--- config.mk ---
export PLATFORM = sky130hd
export DESIGN_NAME = hazard_forward_unit
export DESIGN_NICKNAME = d
export VERILOG_FILES = /design/src/rtl/hazard_pkg.sv /design/src/rtl/hazard_forward_unit_fwd_select.sv /design/src/rtl/hazard_forward_unit.sv
export SDC_FILE = /design/constraint.sdc
export NUM_CORES = 1
export LEC_CHECK = 0
export CAP_MARGIN = 10
export CORE_AREA = 2 2 39 41
export DETAILED_ROUTE_END_ITERATION = 6
export DIE_AREA = 0 0 41 43
export PLACE_DENSITY = 0.81
export REMOVE_ABC_BUFFERS = 1
export SLEW_MARGIN = 20
export SYNTH_ARGS = -nofsm -noshare
export SYNTH_HDL_FRONTEND = slang
export SYNTH_SLANG_ARGS = --single-unit
--- constraint.sdc ---
create_clock -name clk -period 1.72 [get_ports clk]
set_input_delay 0.344 -clock clk [delete_from_list [all_inputs] [get_ports clk]]
set_output_delay 0.344 -clock clk [all_outputs]
set_load 0.01 [all_outputs]
--- src/rtl/hazard_pkg.sv ---
// Shared encodings for the ID-stage hazard/forwarding unit: forward-select codes,
// opcode constants and the per-opcode source-usage decode.
package hazard_pkg;

    localparam logic [1:0] FWD_RF  = 2'd0;
    localparam logic [1:0] FWD_EX  = 2'd1;
    localparam logic [1:0] FWD_MEM = 2'd2;
    localparam logic [1:0] FWD_WB  = 2'd3;

    localparam logic [3:0] OP_RTYPE_LO = 4'd0;
    localparam logic [3:0] OP_RTYPE_HI = 4'd2;
    localparam logic [3:0] OP_ALUI_LO  = 4'd3;
    localparam logic [3:0] OP_ALUI_HI  = 4'd4;
    localparam logic [3:0] OP_LW       = 4'd5;
    localparam logic [3:0] OP_SW       = 4'd6;
    localparam logic [3:0] OP_BR_LO    = 4'd7;
    localparam logic [3:0] OP_BR_HI    = 4'd10;
    localparam logic [3:0] OP_JMP      = 4'd11;
    localparam logic [3:0] OP_CALL     = 4'd12;
    localparam logic [3:0] OP_RET      = 4'd13;
    localparam logic [3:0] OP_RS1_ONLY = 4'd14;
    localparam logic [3:0] OP_NONE     = 4'd15;

    // Returns {use_rs1, use_rs2} for the instruction currently in ID.
    function automatic logic [1:0] uses_rs(input logic [3:0] op);
        logic [1:0] u;
        u = 2'b00;
        if (op <= OP_RTYPE_HI)
            u = 2'b11;
        else if (op <= OP_ALUI_HI)
            u = 2'b10;
        else if (op == OP_LW)
            u = 2'b10;
        else if (op == OP_SW)
            u = 2'b11;
        else if (op >= OP_BR_LO && op <= OP_BR_HI)
            u = 2'b11;
        else if (op == OP_RS1_ONLY)
            u = 2'b10;
        return u;
    endfunction

endpackage

--- src/rtl/hazard_forward_unit_fwd_select.sv ---
// Priority forward-select for one ID source operand: youngest producer (EXE) wins,
// then MEM, then WB; R0 and unused sources always read the register file.
module fwd_select
    import hazard_pkg::*;
#(
    parameter int REG_ADDR_W = 3
) (
    input  logic [REG_ADDR_W-1:0] src_i,
    input  logic                  use_i,
    input  logic [REG_ADDR_W-1:0] rd_ex_i,
    input  logic [REG_ADDR_W-1:0] rd_mem_i,
    input  logic [REG_ADDR_W-1:0] rd_wb_i,
    input  logic                  we_ex_i,
    input  logic                  we_mem_i,
    input  logic                  we_wb_i,
    output logic [1:0]            sel_o
);

    always_comb begin
        sel_o = FWD_RF;
        if (use_i && (src_i != '0)) begin
            if (we_ex_i && (rd_ex_i == src_i))
                sel_o = FWD_EX;
            else if (we_mem_i && (rd_mem_i == src_i))
                sel_o = FWD_MEM;
            else if (we_wb_i && (rd_wb_i == src_i))
                sel_o = FWD_WB;
        end
    end

endmodule

--- src/rtl/hazard_forward_unit.sv ---
// ID-stage hazard unit: operand forwarding selects and a one-shot load-use stall.
// Optional stall/forward event counters are built when HAZARD_STATS_EN is defined.
module hazard_forward_unit
    import hazard_pkg::*;
#(
    parameter int REG_ADDR_W = 3,
    parameter int OPC_W      = 4
) (
    input  logic                  clk,
    input  logic                  rst_n,
    input  logic [OPC_W-1:0]      opCode,
    input  logic [REG_ADDR_W-1:0] RS1,
    input  logic [REG_ADDR_W-1:0] RS2,
    input  logic [REG_ADDR_W-1:0] Rd2,
    input  logic [REG_ADDR_W-1:0] Rd3,
    input  logic [REG_ADDR_W-1:0] Rd4,
    input  logic                  EX_RegWr,
    input  logic                  MEM_RegWr,
    input  logic                  WB_RegWr,
    input  logic                  EX_MemRd,
    output logic                  stall,
    output logic [1:0]            ForwardA,
    output logic [1:0]            ForwardB
`ifdef HAZARD_STATS_EN
    ,
    output logic [15:0]           stall_cnt,
    output logic [15:0]           fwd_cnt
`endif
);

    logic [1:0] use_rs;
    logic [1:0] fwd_a_raw;
    logic [1:0] fwd_b_raw;
    logic       load_use;
    logic       stall_q;
    logic       stall_d;

    assign use_rs = uses_rs(opCode);

    fwd_select #(.REG_ADDR_W(REG_ADDR_W)) u_fwd_a (
        .src_i    (RS1),
        .use_i    (use_rs[1]),
        .rd_ex_i  (Rd2),
        .rd_mem_i (Rd3),
        .rd_wb_i  (Rd4),
        .we_ex_i  (EX_RegWr),
        .we_mem_i (MEM_RegWr),
        .we_wb_i  (WB_RegWr),
        .sel_o    (fwd_a_raw)
    );

    fwd_select #(.REG_ADDR_W(REG_ADDR_W)) u_fwd_b (
        .src_i    (RS2),
        .use_i    (use_rs[0]),
        .rd_ex_i  (Rd2),
        .rd_mem_i (Rd3),
        .rd_wb_i  (Rd4),
        .we_ex_i  (EX_RegWr),
        .we_mem_i (MEM_RegWr),
        .we_wb_i  (WB_RegWr),
        .sel_o    (fwd_b_raw)
    );

    // A load in EXE cannot forward its data to ID in time; one bubble resolves it.
    assign load_use = EX_MemRd && EX_RegWr && (Rd2 != '0) &&
                      ((use_rs[1] && (Rd2 == RS1)) || (use_rs[0] && (Rd2 == RS2)));

    always_comb begin
        stall_d  = 1'b0;
        ForwardA = FWD_RF;
        ForwardB = FWD_RF;
        if (rst_n) begin
            stall_d  = load_use && !stall_q;
            ForwardA = fwd_a_raw;
            ForwardB = fwd_b_raw;
        end
    end

    assign stall = stall_d;

    always_ff @(posedge clk) begin
        if (!rst_n)
            stall_q <= 1'b0;
        else
            stall_q <= stall_d;
    end

`ifdef HAZARD_STATS_EN
    logic [15:0] stall_cnt_q;
    logic [15:0] fwd_cnt_q;

    always_ff @(posedge clk) begin
        if (!rst_n) begin
            stall_cnt_q <= '0;
            fwd_cnt_q   <= '0;
        end else begin
            if (stall_d && (stall_cnt_q != 16'hFFFF))
                stall_cnt_q <= stall_cnt_q + 16'd1;
            if (((ForwardA != FWD_RF) || (ForwardB != FWD_RF)) && (fwd_cnt_q != 16'hFFFF))
                fwd_cnt_q <= fwd_cnt_q + 16'd1;
        end
    end

    assign stall_cnt = stall_cnt_q;
    assign fwd_cnt   = fwd_cnt_q;
`endif

endmodule

Word-level counts from Yosys, hierarchy flattened
Cells that the tools add are included.

Register bits: 1. Bits of input ports: 25. Output and inout bits: 5. Logic and storage cells: 51.

Magnitude comparators: 4. Equal/unequal tests: 9. Mux-type cells: 17. Reduce and logical (&&, ||, !) cells: 20.

Operator list (count): $mux 2 (16); $eq 3x3->1 (6); $logic_and 1x1->1 (15); $reduce_bool 3->1 (3); $eq 4x3->1 const B (2); $eq 4x4->1 const B (1); $ge 4x3->1 const B (1); $le 4x2->1 const B (1); $le 4x3->1 const B (1); $le 4x4->1 const B (1); $logic_not 1->1 (1); $logic_or 1x1->1 (1); $mux 1 (1).

Longest topological paths before layout
Gate-level depths: netlist of run 1.

Depth in word-level cells: 12. Mapped depth: 4.

Hierarchy
From an unflattened synthesis of run 1, not the netlist that was laid out.

Cells, all modules: 58. Area, all modules: 457.9 um^2.

Modules (own cells, without submodules): fwd_select (instances 2, cells an instance 17, area each 128.9 um^2, sequential area each 0.0 um^2); hazard_forward_unit (instances 1, cells an instance 24, area each 200.2 um^2, sequential area each 20.0 um^2).

Worst setup path before layout of run 1
OpenSTA, ideal clock, no wires.

Path type: input to output. From: input port RS1[2]. To: output port stall. Arrival: 1.362 ns. Data required time: 1.376 ns. Path slack: 0.014 ns. Stages on the path: 4. Buffers on the path: 0. Cells stage by stage: xnor2_1 nand3_1 maj3_2 a221oi_1.

Longest elaborated chain between the ends: 6.

RTL lines: from (decl) (RTL line hazard_forward_unit.sv:12) `input logic [REG_ADDR_W-1:0] RS1,`; $eq 3x3->1 (RTL line hazard_forward_unit.sv:66) `((use_rs[1] && (Rd2 == RS1)) || (use_rs[0] && (Rd2 == RS2)));`; $logic_and 1x1->1 (RTL line hazard_forward_unit.sv:66); $logic_or 1x1->1 (RTL line hazard_forward_unit.sv:66); $logic_and 1x1->1 (RTL line hazard_forward_unit.sv:65) `assign load_use = EX_MemRd && EX_RegWr && (Rd2 != '0) &&`; $logic_and 1x1->1 (RTL line hazard_forward_unit.sv:73) `stall_d = load_use && !stall_q;`; $mux 1 (RTL line hazard_forward_unit.sv:72) `if (rst_n) begin`; to (decl) (RTL line hazard_forward_unit.sv:21) `output logic stall,`.

No other way between the ends.

Final worst setup path of run 1
Same ends and word-level chain as after synthesis.

==> key figures, run 1 <==
Status
  • Status: finished with violations
  • Failing checks: negative setup slack

Logic synthesis
  • XOR/XNOR Fraction of Synth Area: 0.416
  • Register area share after synthesis: 0.0528
  • Syn Inst Count: 50
  • Number of synthesized register bits: 1
  • Largest family of logic cells by synthesized area: XOR/XNOR gates
  • Cell accounting for the most synthesized area: xnor2_1
  • Top cells by area, synth: xnor2_1 37%, nand4_1 9.9%, dfxtp_1 5.3%
  • Top FF cell, synth: dfxtp_1
  • Adder-Cell Fraction of Synth Area: 0.0297
  • Mean Syn Cell Area: 7.58 um2
  • Ys Warns: 0
  • Synth Area in Simple Gates: 0.300
  • Post-Syn Area: roughly 380 um2
  • Post-synth EDFFs: 0
  • Yosys cell types: 22
  • Async set-or-reset flop fraction in the synthesized netlist: 0
  • Post-synthesis mux area share: 0.0297
  • Top cell type's share of synthesized area: 0.370
  • Compound-Gate Fraction of Synth Area: 0.162

Routing
  • DRT antenna net count: 0
  • Drt total wl: 1770 um
  • Via density per instance: 5.02
  • Via Count: 613
  • Wirelength per Cell: 14.5 um
  • DR iter-0 viols: 5
  • # DRC: 0
  • DR pass1 iterations: 4

STA
  • Final Hold Viols: 0
  • Clk_skew: 0 ns
  • Worst-margin pin slew: 0.275 ns
  • RSZ-0062 raised after global routing: true
  • Min Tclk post-route: between 1.5 and 2 ns
  • Peak Freq: around 550 MHz
  • Rel. slew slack: 0.815
  • # setup viols final: 2
  • Final Max Slew Viols: 0
  • Setup ws final: -0.0965 ns
  • Final setup TNS: -0.133 ns
  • Final worst-path cycle share: 1.06

Cells and area
  • Finished Layout Cells: 122
  • Synth-to-Final Area Change: 163%
  • Max FFs per register: 1
  • Nets: 133
  • Final Util: 0.722
  • Biggest regs: stall_q: 1 flops
  • Layout cells sized above 1: 0.566
  • Inserted Diodes: 0
  • Top reg by flops: stall_q

Critical path
  • Largest stage delay on the critical path: 0.33 ns
  • WS Path Type: primary input to output port
  • CP cell instances: buf_8 > xnor2_4 > nand3_2 > maj3_2 > a221oi_2 > buf_2
  • Data required time of the worst path: 1.38 ns
  • Reg-to-Reg Start: stall_q$_SDFF_PN0_
  • Reg2reg setup slack: 0.53 ns
  • R2r endpoint: stall_q$_SDFF_PN0_
  • CP arrival: 1.47 ns
  • Worst-path cell with the longest stage delay: maj3_2
  • CP Max Fanout: 2
  • Startpoint types: primary input
  • FF-to-FF path depth: 5
  • Critical path capture point type: output port

CTS
  • Worst skew pair latency: 0 ns
  • Clock transition at path regs: 0 ns
  • Hold-fix buffers, CTS: 0

Min path
  • Worst hold start: stall_q$_SDFF_PN0_
  • Hold path cells: 5
  • Worst hold endpoint: stall_q$_SDFF_PN0_
  • Hold crit path type: register to register

Global route
  • Initial antenna violation count: 0
  • Remaining Overflow, GRT: 0
  • First-pass GRT wire length: 2530 um
  • Largest net degree at the start of global routing: 5
  • GRT Overall Usage: 0.201
  • Vias in the first global route: 589

Power and ir drop
  • Max VDD drop: roughly 0.00022 V
  • Switching pwr: just over 0.0001 W
  • Cell Int Power: 0.000178 W
  • Power Density: 283 nW/um2
  • Combinational Power Share: 0.915
  • Leakage: 0.463 nW
  • Register share of total power: 0.085
  • Sw Ratio: 0.368
  • Clock power frac: 0

Die
  • Die area: ~1800 um2
  • Die W: 41 um
  • Core area: 1380 um2
  • Die Y: 43 um
  • Row Count: 14
  • Top Ports: 30
  • Initial Util: 0.274

Place
  • Hpwl dp: 1170 um
  • Post-place setup slack: -0.990 ns
  • Port buffer count: 29
  • Placed cell count: around 110
  • Routability cong.: 0.811

Job
  • Maxcap violations: 0
-- critical path: cells and delay by family --
kind / cells / cell delay [ns]
AOI/OAI and AO/OA: 1 / 0.23
adders and majority gates: 1 / 0.33
buffers and inverters: 2 / 0.28
and+or+nand+nor: 1 / 0.10
xor gates and xnor gates: 1 / 0.18
-- power groups by stage --
stage	combinational [W]	sequential (W)	clock, W
detailed placement	0.000185	0.0000241	0
finish	0.000258	0.0000241	0
global placement	0.000180	0.0000241	0
floorplan	0.0000666	0.0000241	0
global route	0.000273	0.0000241	0
CTS	0.000203	0.0000241	0
-- repair_timing --
item | CTS | global route
buffers inserted | 8 | 5
pin swaps | 12 | 21
resized for setup | 87 | 24
hold endpoints to repair | 0 | 0
gates cloned | 0 | 0
endpoints found under the setup margin | 6 | 6
-- metrics by stage --
stage	hold slack, ns	power (W)	area [um2]
5_1_grt	0.748	0.000297	998
4_1_cts	0.696	0.000227	858
6_report	0.712	0.000282	998
2_1_floorplan	0.451	0.0000907	379
3_3_place_gp	0.609	0.000204	795
3_5_place_dp	0.626	0.000209	795
-- cell families (layout without fill, tap and decap cells) --
logic type / Yosys count / in the layout
AO/OA/AOI/OAI: 9 / 9
multiplexers: 1 / 1
AND/OR/NAND/NOR: 19 / 19
buffers and inverters: 1 / 57
adder cells (fa/ha/maj): 1 / 1
flip-flops: 1 / 1
XOR/XNOR: 18 / 18
-- worst max-delay path by stage --
stage / startpoint / end / slack, ns / cells after the start
floorplan: RS1[2] / stall / 0.01 / 4
global placement: RS1[0] / stall / -0.90 / 6
detailed placement: RS1[1] / stall / -0.99 / 6
CTS: Rd2[2] / stall / -0.09 / 6
global route: RS1[2] / stall / -0.12 / 6
finish: RS1[2] / stall / -0.1 / 6
-- layer usage --
layer  part of all wire  wire length (um)  vias up  GRT usage
met5                  0                 0        -          0
li1                   -                 -      304          -
met2               0.56               997       18      0.378
met3              0.032                57        4          0
met1               0.39               683      287      0.244
met4              0.019                34        0     0.0200
-- synth_stat cells, types with 2 or more instances --
cell type   n
nand2b_1    2
a21oi_1     2
xnor2_1    16
nand3_1     3
o31ai_1     2
a221oi_1    2
nand2_1     2
xor2_1      2
nand4_1     6
-- cells in the final DEF, fill, tap and decap left out, types with 3 or more instances in the layout --
| cell | n |
|---|---|
| buf_4 | 25 |
| xnor2_1 | 12 |
| xnor2_4 | 3 |
| nand4_1 | 6 |
| buf_6 | 7 |
| dlygate4sd2_1 | 9 |
| clkdlybuf4s15_1 | 4 |
| buf_2 | 6 |
-- final cells by class --
| class | instances | area, um2 |
|---|---|---|
| Sequential cell | 1 | 20.0 |
| Tap cell | 16 | 20.0 |
| Fill cell | 113 | 385 |
| Timing Repair Buffer | 56 | 474 |
| Multi-Input combinational cell | 48 | 480 |
| Inverter | 1 | 3.75 |
Note: power is estimated with default switching activity, not from simulation.
==> run 2, diff against run 1 <==
clock period = 1.7 ns   (was 1.72 ns; I/O delays follow)
==> key figures, run 2 (synthesis results as in run 1) <==
STA
  • Rel. slew slack: 0.822
  • Worst-margin pin slew: ~0.27 ns
  • Peak Freq: 533 MHz
  • # setup viols final: 5
  • Final worst-path cycle share: 1.10
  • Min Tclk post-route: 1.88 ns
  • Setup ws final: -0.175 ns
  • Clk_skew: 0 ns
  • Final Hold Viols: 0
  • Final Max Slew Viols: 0
  • RSZ-0062 raised after global routing: true

Die
  • Core area: 1380 um2
  • Row Count: 14
  • Die W: 41 um
  • Initial Util: 0.274
  • Die area: 1760 um2
  • Die Y: ~43 um
  • Top Ports: 30

Cells and area
  • Max FFs per register: 1
  • Biggest regs: stall_q: 1 flops
  • Final Util: 0.718
  • Nets: approximately 140
  • Synth-to-Final Area Change: 162%
  • Layout cells sized above 1: 0.545
  • Most common cell after layout, fill and taps aside: buf_4
  • Fin area: roughly 1000 um2
  • Top reg by flops: stall_q
  • Commonest non-fill, non-tap cells in the layout: 28 x buf_4, 13 x dlygate4sd2_1, 12 x xnor2_1, 7 x buf_6, 7 x buf_2
  • Inserted Diodes: 0

Routing
  • # DRC: 0
  • DR pass1 iterations: 4
  • DRT antenna net count: 0
  • Wirelength per Cell: 16.6 um
  • Via density per instance: 5.31
  • Via Count: 669
  • Drt total wl: 2090 um
  • DR iter-0 viols: 7

Global route
  • GRT Overall Usage: 0.223
  • Largest net degree at the start of global routing: 5
  • GRT busiest layer: met2
  • Vias in the first global route: between 600 and 700
  • Met3 usage: 0.0209
  • Routing usage on met1: 0.263
  • Routing usage on met2: 0.394
  • Remaining Overflow, GRT: 0
  • Initial antenna violation count: 0
  • First-pass GRT wire length: 2750 um

Power and ir drop
  • Leakage: between 0.4 and 0.5 nW
  • Power Density: 304 nW/um2
  • Max VDD drop: ~0.00019 V

Critical path
  • Largest delay contributor family on the critical path: buffers and inverters
  • Cell mode on critical path: buf_6
  • CP cell instances: buf_6 > buf_6 > xor2_1 > nor2_1 > nand3_1 > a221oi_2 > buf_2
  • Largest stage delay on the critical path: 0.29 ns
  • CP arrival: 1.54 ns
  • WS Path Type: primary input to output port
  • Worst-path cell with the longest stage delay: a221oi_2
  • CP bufs+invs: 3
  • FF-to-FF path depth: 5
  • CP Max Fanout: 2
  • Startpoint types: primary input
  • Critical path capture point type: output port
  • R2r endpoint: stall_q$_SDFF_PN0_
  • Reg2reg setup slack: 0.55 ns
  • Data required time of the worst path: 1.36 ns
  • Reg-to-Reg Start: stall_q$_SDFF_PN0_

Status
  • Failing checks: negative setup slack
  • Status: finished with violations

Place
  • Routability cong.: slightly above 0.8
  • DP Area: around 800 um2
  • Hpwl dp: 1150 um
  • Post-place setup slack: -0.969 ns
  • Port buffer count: 29

Min path
  • Worst hold endpoint: stall_q$_SDFF_PN0_
  • Hold path cells: 5
  • Hold crit path type: register to register
  • Worst hold start: stall_q$_SDFF_PN0_

CTS
  • Worst skew pair latency: 0 ns
  • Clock transition at path regs: 0 ns

Job
  • Maxcap violations: 0
## run 2: tightest hold or removal path, stage by stage, from the launching register on
cell and delay [ns]:
dfxtp_1 0.28, nand4b_1 0.10, a31oi_1 0.05, o31ai_2 0.07
buf_4 0.11, a221oi_2 0.03
## run 2: area by class of cell
type	count	area [um2]
well taps	16	20.0
repair buffers	60	488
flip-flops and latches	1	20.0
fillers	114	390
multi-input cells	48	462
inverters	1	3.75
## run 2: layer usage
layer / share of wire / up-vias
li1: - / 312
met1: 0.37 / 321
met2: 0.56 / 30
met3: 0.048 / 6
met4: 0.019 / 0
met5: 0 / -
## run 2: worst max path at each step
stage,start,end,cells past startpoint
after floorplan,RS1[2],stall,4
after global placement,RS1[0],stall,6
after detailed placement,RS1[1],stall,6
after CTS,Rd2[2],stall,6
after global routing,Rd2[1],stall,7
final,Rd2[1],stall,7
## run 2: power breakdown
group          leakage (nW)  switching (W)  total [W]  internal (W)
sequential          0.00807   0.0000000558  0.0000244     0.0000243
clock                     0              0          0             0
combinational         0.454       0.000114   0.000278      0.000164
## run 2: what timing repair did
item	in CTS	in global routing
buffers inserted	12	5
setup endpoints to repair	6	5
hold buffers	0	0
gates resized for setup	87	16
pin swaps	13	13
## run 2: per-stage QoR
stage	hold slack [ns]	std cells	total power [W]	setup TNS [ns]
2_1_floorplan	0.447	50	0.0000918	0
3_3_place_gp	0.609	109	0.000206	-3.79
3_5_place_dp	0.621	109	0.000211	-4.05
4_1_cts	0.697	121	0.000242	-0.0867
5_1_grt	0.734	126	0.000316	-0.501
6_report	0.700	126	0.000302	-0.346
==> run 3, diff against run 2 <==
ABC_AREA = 1   (was not set)
CORE_AREA = not set   (was 2 2 39 41)
CORE_UTILIZATION = 36   (was not set)
DIE_AREA = not set   (was 0 0 41 43)
GPL_TIMING_DRIVEN = 1   (was not set)
PLACE_DENSITY = 0.89   (was 0.81)
==> key figures, run 3 <==
Logic synthesis
  • Cell accounting for the most synthesized area: nand2_1
  • Async set-or-reset flop fraction in the synthesized netlist: 0
  • Post-synth EDFFs: 0
  • Yosys cell types: 11
  • Number of synthesized register bits: 1
  • Syn Inst Count: 114
  • Register area share after synthesis: 0.0413
  • Synth cell count leaders: 55 x nand2_1, 22 x inv_1, 13 x nor2_1
  • Count leader, synth: nand2_1
  • Top FF cell, synth: dfxtp_1
  • Mean Syn Cell Area: 4.25 um2
  • Top cell type's share of synthesized area: 0.426
  • Post-Syn Area: 484 um2
  • Ys Warns: 0
  • Top cells by area, synth: nand2_1 43%, inv_1 17%, nor2_1 10%

Critical path
  • Crit. path cell count: 5
  • CP Max Fanout: 3
  • Worst-path cell with the longest stage delay: xnor2_1
  • CP arrival: 1.32 ns
  • WS Path Type: primary input to output port
  • Largest delay contributor family on the critical path: buffers and inverters
  • CP bufs+invs: 2
  • Startpoint types: primary input
  • Critical path capture point type: output port
  • Largest stage delay on the critical path: 0.29 ns
  • Data required time of the worst path: roughly 1.4 ns
  • CP cell instances: dlygate4sd2_1 > xnor2_1 > nand3_2 > a21oi_1 > buf_2
  • FF-to-FF path depth: 3

Routing
  • Via density per instance: between 4 and 5
  • Drt total wl: 1660 um
  • Via Count: 758
  • DR pass1 iterations: 4
  • # DRC: 0
  • DR iter-0 viols: 15
  • Wirelength per Cell: 10.3 um
  • DRT antenna net count: 0

Cells and area
  • Synth-to-Final Area Change: 66.2%
  • Max FFs per register: 1
  • Most common cell after layout, fill and taps aside: nand2_1
  • Inserted Diodes: 0
  • Finished Layout Cells: 161
  • Top reg by flops: stall_q
  • Biggest regs: stall_q: 1 flops
  • Layout cells sized above 1: 0.245
  • Nets: 174
  • Fillers: 113
  • Commonest non-fill, non-tap cells in the layout: 50 x nand2_1, 19 x inv_1, 10 x nor2_1, 10 x dlygate4sd2_1, 8 x clkbuf_2

Place
  • Placed cell count: about 160
  • Hpwl dp: 1320 um
  • Port buffer count: 29
  • Routability cong.: approximately 0.8

STA
  • Final Max Slew Viols: 0
  • Clk_skew: 0 ns
  • Final Hold Viols: 0
  • Final worst-path cycle share: 0.975
  • Peak Freq: 604 MHz
  • # setup viols final: 0
  • Worst-margin pin slew: 0.322 ns
  • Min Tclk post-route: 1.66 ns
  • Final setup TNS: 0 ns
  • Rel. slew slack: 0.784

Power and ir drop
  • Max VDD drop: 0.000106 V
  • Leakage: 0.535 nW
  • Total power: ~0.00020 W
  • Power Density: about 240 nW/um2

Min path
  • Hold path cells: 3
  • Hold crit path type: register to register

Status
  • Status: complete, no violations

Die
  • Die W: 38.7 um
  • Die area: 1500 um2
  • Row Count: 12
  • Die Y: 38.7 um
  • Initial Util: 0.413
  • Top Ports: 30
  • Core area: 1170 um2

Global route
  • GRT Overall Usage: 0.253
  • Remaining Overflow, GRT: 0
  • First-pass GRT wire length: 2750 um
  • Vias in the first global route: about 680
  • Largest net degree at the start of global routing: 6
  • Initial antenna violation count: 0

Job
  • Maxcap violations: 0

CTS
  • Worst skew pair latency: 0 ns
  • Clock transition at path regs: 0 ns
  • Post-CTS setup buffers: 0
-- run 3: area by class of cell --
class / instances / area [um2] / area share
flip-flops and latches: 1 / 20.0 / 0.0249
inverters: 23 / 86.3 / 0.107
repair buffers: 33 / 253 / 0.314
multi-input cells: 90 / 428 / 0.532
well taps: 14 / 17.5 / 0.0218
-- run 3: path summary, 6_finish.rpt --
kind                      startpoint  slack [ns]                  to
hold / removal    stall_q$_SDFF_PN0_        0.51  stall_q$_SDFF_PN0_
hold reg to reg   stall_q$_SDFF_PN0_        0.51  stall_q$_SDFF_PN0_
setup reg to reg  stall_q$_SDFF_PN0_        1.03  stall_q$_SDFF_PN0_
setup / recovery              Rd2[0]        0.04               stall
-- run 3: kinds of logic after synthesis --
family / count (synthesis) / synth area share
and+or+nand+nor: 79 / 0.651
xor gates and xnor gates: 2 / 0.0362
buffers and inverters: 23 / 0.178
AOI/OAI and AO/OA: 9 / 0.0930
DFF: 1 / 0.0413
-- run 3: timing repair --
item                                    CTS  global route
gates resized for setup                  49            29
pin swaps                                13            11
endpoints found under the setup margin    5             5
hold buffers                              0             0
gates cloned                              0             0
-- run 3: worst register-to-register path: cells and delay by family, from the launching register on --
kind	cells	cell delay [ns]
AND/OR/NAND/NOR	2	0.19
AO/OA/AOI/OAI	1	0.13
flip-flops	1	0.28
-- run 3: metrics by stage --
stage	utilization	instance area (um2)	worst slack, ns	hold WS, ns
after floorplan	-	484	0.449	0.496
after global placement	0.702	822	-0.651	0.521
after detailed placement	0.702	822	-0.664	0.522
after CTS	0.684	801	0.000406	0.528
after global routing	0.687	805	-0.0105	0.523
final	0.687	805	0.0430	0.505
-- run 3: power by group --
| part | switching (W) | total [W] | internal (W) |
|---|---|---|---|
| sequential | 0.0000000875 | 0.0000244 | 0.0000243 |
| combinational | 0.0000963 | 0.000171 | 0.0000750 |
| clock | 0 | 0 | 0 |
-- run 3: per-layer routing --
layer | wire length, um | global-route usage | share of wire
met1 | 749 | 0.321 | 0.45
met2 | 856 | 0.496 | 0.52
met3 | 50 | 0 | 0.030
met5 | 0 | 0 | 0
met4 | 0 | 0 | 0
